**src/rtl/pause_dimmer.sv**
```systemverilog
// rtl/pause_dimmer.sv - pause arbiter with frame-counted RGB fade to half brightness
// Optional stepped fade: define PAUSE_FADE_EN; otherwise level jumps 8->4 on entering DIM.
module pause_dimmer #(
  parameter int DIM_FRAMES       = 600,
  parameter int FADE_STEP_FRAMES = 4
) (
  input  logic        clk_sys,
  input  logic        reset,
  input  logic        ce_pix,
  input  logic        hblank,
  input  logic        vblank,
  input  logic [11:0] rgb_in,
  input  logic        user_pause,
  input  logic        osd_open,
  input  logic        osd_pause_en,
  input  logic        hs_access,
  output logic        pause,
  output logic [11:0] rgb_out,
  output logic        dimmed
);

`ifdef PAUSE_FADE_EN
  typedef enum logic [1:0] {RUN = 2'd0, HOLD = 2'd1, FADE = 2'd2, DIM = 2'd3} state_t;
  localparam logic [7:0] STEP_LAST = 8'(FADE_STEP_FRAMES);
`else
  typedef enum logic [1:0] {RUN = 2'd0, HOLD = 2'd1, DIM = 2'd3} state_t;
`endif

  localparam logic [15:0] DIM_LAST = 16'(DIM_FRAMES);

  state_t      state_q, state_d;
  logic [15:0] frame_cnt_q, frame_cnt_d;
  logic [3:0]  level_q, level_d;
`ifdef PAUSE_FADE_EN
  logic [7:0]  step_cnt_q, step_cnt_d;
`endif
  logic        btn_q, toggle_q, pause_q, vb_q;
  logic [11:0] rgb_q;
  logic        frame_tick;

  // btn_q starts high so a button held through reset does not toggle pause
  assign frame_tick = vblank & ~vb_q;

  // Channel scale: (c * level) >> 3, product never exceeds 120 so 7 bits suffice
  function automatic logic [3:0] scale(input logic [3:0] c, input logic [3:0] l);
    logic [6:0] p;
    p = {3'b000, c} * {3'b000, l};
    return 4'(p >> 3);
  endfunction

  // Pause sources: button toggle, OSD request, hiscore access
  always_ff @(posedge clk_sys or posedge reset) begin
    if (reset) begin
      btn_q    <= 1'b1;
      toggle_q <= 1'b0;
      pause_q  <= 1'b0;
      vb_q     <= 1'b1;
    end else begin
      btn_q    <= user_pause;
      if (user_pause & ~btn_q) toggle_q <= ~toggle_q;
      pause_q  <= hs_access | toggle_q | (osd_open & osd_pause_en);
      vb_q     <= vblank;
    end
  end

  // FSM and counter registers
  always_ff @(posedge clk_sys or posedge reset) begin
    if (reset) begin
      state_q     <= RUN;
      frame_cnt_q <= '0;
      level_q     <= 4'd8;
`ifdef PAUSE_FADE_EN
      step_cnt_q  <= '0;
`endif
    end else begin
      state_q     <= state_d;
      frame_cnt_q <= frame_cnt_d;
      level_q     <= level_d;
`ifdef PAUSE_FADE_EN
      step_cnt_q  <= step_cnt_d;
`endif
    end
  end

  // Next state: unpause always wins over a coincident frame tick
  always_comb begin
    state_d     = state_q;
    frame_cnt_d = frame_cnt_q;
    level_d     = level_q;
`ifdef PAUSE_FADE_EN
    step_cnt_d  = step_cnt_q;
`endif
    if (state_q != RUN && !pause_q) begin
      state_d     = RUN;
      frame_cnt_d = '0;
      level_d     = 4'd8;
`ifdef PAUSE_FADE_EN
      step_cnt_d  = '0;
`endif
    end else begin
      case (state_q)
        RUN: begin
          frame_cnt_d = '0;
          level_d     = 4'd8;
`ifdef PAUSE_FADE_EN
          step_cnt_d  = '0;
`endif
          if (pause_q) state_d = HOLD;
        end
        HOLD: begin
          if (frame_tick) begin
            frame_cnt_d = frame_cnt_q + 16'd1;
            if (frame_cnt_q + 16'd1 == DIM_LAST) begin
`ifdef PAUSE_FADE_EN
              state_d    = FADE;
              step_cnt_d = '0;
`else
              state_d    = DIM;
              level_d    = 4'd4;
`endif
            end
          end
        end
`ifdef PAUSE_FADE_EN
        FADE: begin
          if (frame_tick) begin
            if (step_cnt_q + 8'd1 == STEP_LAST) begin
              step_cnt_d = '0;
              level_d    = level_q - 4'd1;
              if (level_q == 4'd5) state_d = DIM;
            end else begin
              step_cnt_d = step_cnt_q + 8'd1;
            end
          end
        end
`endif
        DIM: begin
          level_d = 4'd4;
        end
        default: state_d = RUN;
      endcase
    end
  end

  // Pixel path: one ce_pix of latency, blanked pixels forced to black
  always_ff @(posedge clk_sys or posedge reset) begin
    if (reset) begin
      rgb_q <= '0;
    end else if (ce_pix) begin
      if (hblank | vblank) rgb_q <= '0;
      else rgb_q <= {scale(rgb_in[11:8], level_q), scale(rgb_in[7:4], level_q),
                     scale(rgb_in[3:0], level_q)};
    end
  end

  assign pause   = pause_q;
  assign rgb_out = rgb_q;
  assign dimmed  = (state_q == DIM);

endmodule

```
**config.mk**
```make
export PLATFORM = sky130hd
export DESIGN_NAME = pause_dimmer
export DESIGN_NICKNAME = d
export VERILOG_FILES = /design/src/rtl/pause_dimmer.sv
export SDC_FILE = /design/constraint.sdc
export NUM_CORES = 1
export LEC_CHECK = 0
export ABC_CLOCK_PERIOD_IN_PS = 3450
export BUFFER_PORTS_ARGS = -buffer_cell sky130_fd_sc_hd__buf_2
export CORE_MARGIN = 2
export CORE_UTILIZATION = 49
export DETAILED_ROUTE_END_ITERATION = 8
export GPL_TIMING_DRIVEN = 0
export PLACE_DENSITY_LB_ADDON = 0.08
export SLEW_MARGIN = 0
export SYNTH_ARGS = -nofsm -noshare
export SYNTH_HDL_FRONTEND = slang
export SYNTH_SLANG_ARGS = --single-unit
```
**constraint.sdc**
```tcl
create_clock -name clk_sys -period 3.45 [get_ports clk_sys]
set_clock_uncertainty 0.05 [all_clocks]
set_input_delay 0.345 -clock clk_sys [delete_from_list [all_inputs] [get_ports clk_sys]]
set_output_delay 0.345 -clock clk_sys [all_outputs]
set_load 0.02 [all_outputs]
```
==> flow_summary.json <==
{
  "yosys.area.top_type": "dfrtp_1",
  "hp-class": "input pin to flop",
  "fmax_ghz": 0.3892,
  "synth_area_per_cell_um2": 9.207,
  "port_buffers": 34,
  "path_cells": "clkbuf_1, and2_1, ha_1, ha_1, ha_1, xor2_1, xnor2_1, xnor2_1, o22ai_1",
  "final.setup.tns_ns": 0,
  "max-cap-violations": 0,
  "insertion_delay_ns": 0.30,
  "antenna_found_initial": 0,
  "placeableCoreArea_um2": 4414,
  "fp.dieH_um": 72.27,
  "netlist_area_um2": 2283,
  "synthDistinctLibCells": 42,
  "start_kind": "flop",
  "cpMostUsedCell": "ha_1",
  "synth_edf_count": 0,
  "synthTopCellsByCount": "dfrtp_1, o21ai_0, nand2_1",
  "critical_path.startpoint": "level_q[3]",
  "overflow": 0,
  "final_max_slew_viol_count": 0,
  "initial_core_util": 0.5173,
  "p_per_area_nw_per_um2": 432.5,
  "rsz0062_at_grt": "no",
  "cts_resized": 0,
  "worstReg2RegStart": "level_q[3]",
  "min_period_over_period": 0.7447,
  "antennaDiodeCount": 0,
  "drive_above_1_share": 0.1966,
  "ys_top_cells_by_area": "dfrtp_1, ha_1, o21ai_0",
  "ir_worst_vdd_mv": 0.2957,
  "outcome": "finished clean",
  "seq_area_frac_synth": 0.3962,
  "r2r_slack_ns": 0.88,
  "cp_slowest_stage_delay_ns": 0.56,
  "cp-endpoint": "rgb_out[7]",
  "report.final.setup_viol": 0,
  "grt_max_degree": 37,
  "drtIter0Drc": 63,
  "die_w_um": 72.27,
  "avgViaCountPerCell": 5.325,
  "hold_depth": 1,
  "core.rowCount": 24,
  "clockBufferDepth": 2,
  "drc": 0,
  "post_cts_buffers": 0,
  "gp_congestion": 0.7900,
  "setup.worst_path.end_class": "flop",
  "detailed_place_hpwl_um": 3374,
  "synth_cells": 248,
  "ant_nets": 0,
  "fp.dieArea_um2": 5222,
  "path_class": "flop to flop",
  "synthArstFlopShare": 1.000,
  "relSlewSlack": 0.4968,
  "synth_nets": 289,
  "grt_first_pass_wirelength_um": 7948,
  "drt-total-wl_um": 4706,
  "synth_ff_type": "dfrtp_1",
  "area_delta_synth_final_pct": 17.26,
  "final_hold_viol_count": 0,
  "worst_ep_arrival_time_ns": 2.68,
  "synth_top_area_frac": 0.3616,
  "crit_required_ns": 3.57,
  "grt_usage": 0.2004,
  "cts_tree": "done",
  "drt-pass1-iter-count": 4,
  "fin_crit_ns": 2.569,
  "nNetsFinal": 330,
  "tightest_slew_ns": 0.7536,
  "cp_max_fo": 10,
  "clkTransAtPathRegs_ns": 0.08,
  "p_leak_nw": 1.307,
  "numCtsBuffers": 5,
  "cts_num_sinks": 36,
  "r2r_cells": 9,
  "vias": 1821,
  "power_mw": 1.158,
  "ys_seq_elements": 36,
  "cts_max_level": 2,
  "root_buffer": "clkbuf_8",
  "wl_per_cell_um": 13.76,
  "cp_slowest_cell": "dfstp_2",
  "ios": 35,
  "yosysMostFrequentCell": "dfrtp_1",
  "grt_pass1_vias": 1666,
  "cts-hold-fix-buffers": 0,
  "yosys_warnings": 0,
  "reg2reg_to": "rgb_out[7]"
}
through the flow:
step	worst slack [ns]	hold WS [ns]	instance area, um^2	utilization	std cells
after floorplan	1.189	0.2995	2283	-	248
after global placement	0.9272	0.4130	2519	0.5706	334
after detailed placement	0.8663	0.4138	2519	0.5706	334
after CTS	0.8575	0.09243	2678	0.6066	342
after global routing	0.7249	0.08894	2678	0.6066	342
final	0.8807	0.1005	2678	0.6066	342
per-layer routing:
layer / vias to the layer above / wire length [um] / global-route usage
met4: 0 / 38 / 0.06918
met5: - / 0 / 0
met3: 4 / 200 / 0.04306
met2: 41 / 2152 / 0.3017
met1: 844 / 2314 / 0.2867
li1: 932 / - / -
final cells by class:
type                    instances  area (um^2)
plain buffers                  12        83.83
clock buffers                   5        68.82
clock inverters                 3        90.09
fillers                       405         1737
inverters                      16        60.06
multi-input cells             184         1235
flip-flops and latches         36        904.6
well taps                      52        65.06
repair buffers                 34        170.2
registers in the layout, summed over array words and instances (netlist names):
name         flops
rgb_out         12
pause            1
toggle_q         1
btn_q            1
vb_q             1
level_q          2
frame_cnt_q     16
state_q          2
placed cells by master (no fill, tap or decap), types with 4 or more instances in the layout:
cell type / synthesis / final
buf_2: 1 / 35
nand2_1: 29 / 29
ha_1: 20 / 20
nand3_1: 7 / 7
nor2_1: 14 / 14
clkbuf_8: 3 / 8
a21oi_1: 4 / 4
inv_1: 16 / 15
o21ai_0: 31 / 31
xor2_1: 6 / 6
and2_1: 23 / 23
nand4_1: 5 / 5
dfrtp_1: 33 / 33
clkbuf_1: 7 / 7
xnor2_1: 10 / 10
worst min path at each step:
stage | startpoint | end | slack, ns
floorplan | user_pause | btn_q | 0.30
global placement | user_pause | btn_q | 0.41
detailed placement | user_pause | btn_q | 0.41
CTS | user_pause | btn_q | 0.09
global route | user_pause | btn_q | 0.09
finish | user_pause | btn_q | 0.10
worst max-delay path, delay by kind of cell, from the launching register on:
family / cells / cell delay [ns]
fa+ha+maj: 3 / 0.74
flops: 1 / 0.56
xor+xnor: 3 / 0.48
buf+inv: 1 / 0.34
simple gates: 1 / 0.19
compound gates: 1 / 0.08
kinds of logic (layout without fill, tap and decap cells):
| family | count (synthesis) | after routing | synth area share |
|---|---|---|---|
| xor+xnor | 16 | 16 | 0.06137 |
| simple gates | 95 | 95 | 0.2323 |
| flops | 36 | 36 | 0.3962 |
| mux | 1 | 1 | 0.004931 |
| buf+inv | 28 | 70 | 0.06301 |
| fa+ha+maj | 20 | 20 | 0.1096 |
| compound gates | 52 | 52 | 0.1326 |
power breakdown:
part	switching (mW)	internal, mW	total, mW
combinational	0.0962	0.0586	0.155
clock	0.161	0.362	0.522
sequential	0.0300	0.451	0.481
(Power assumes the default switching activity.)
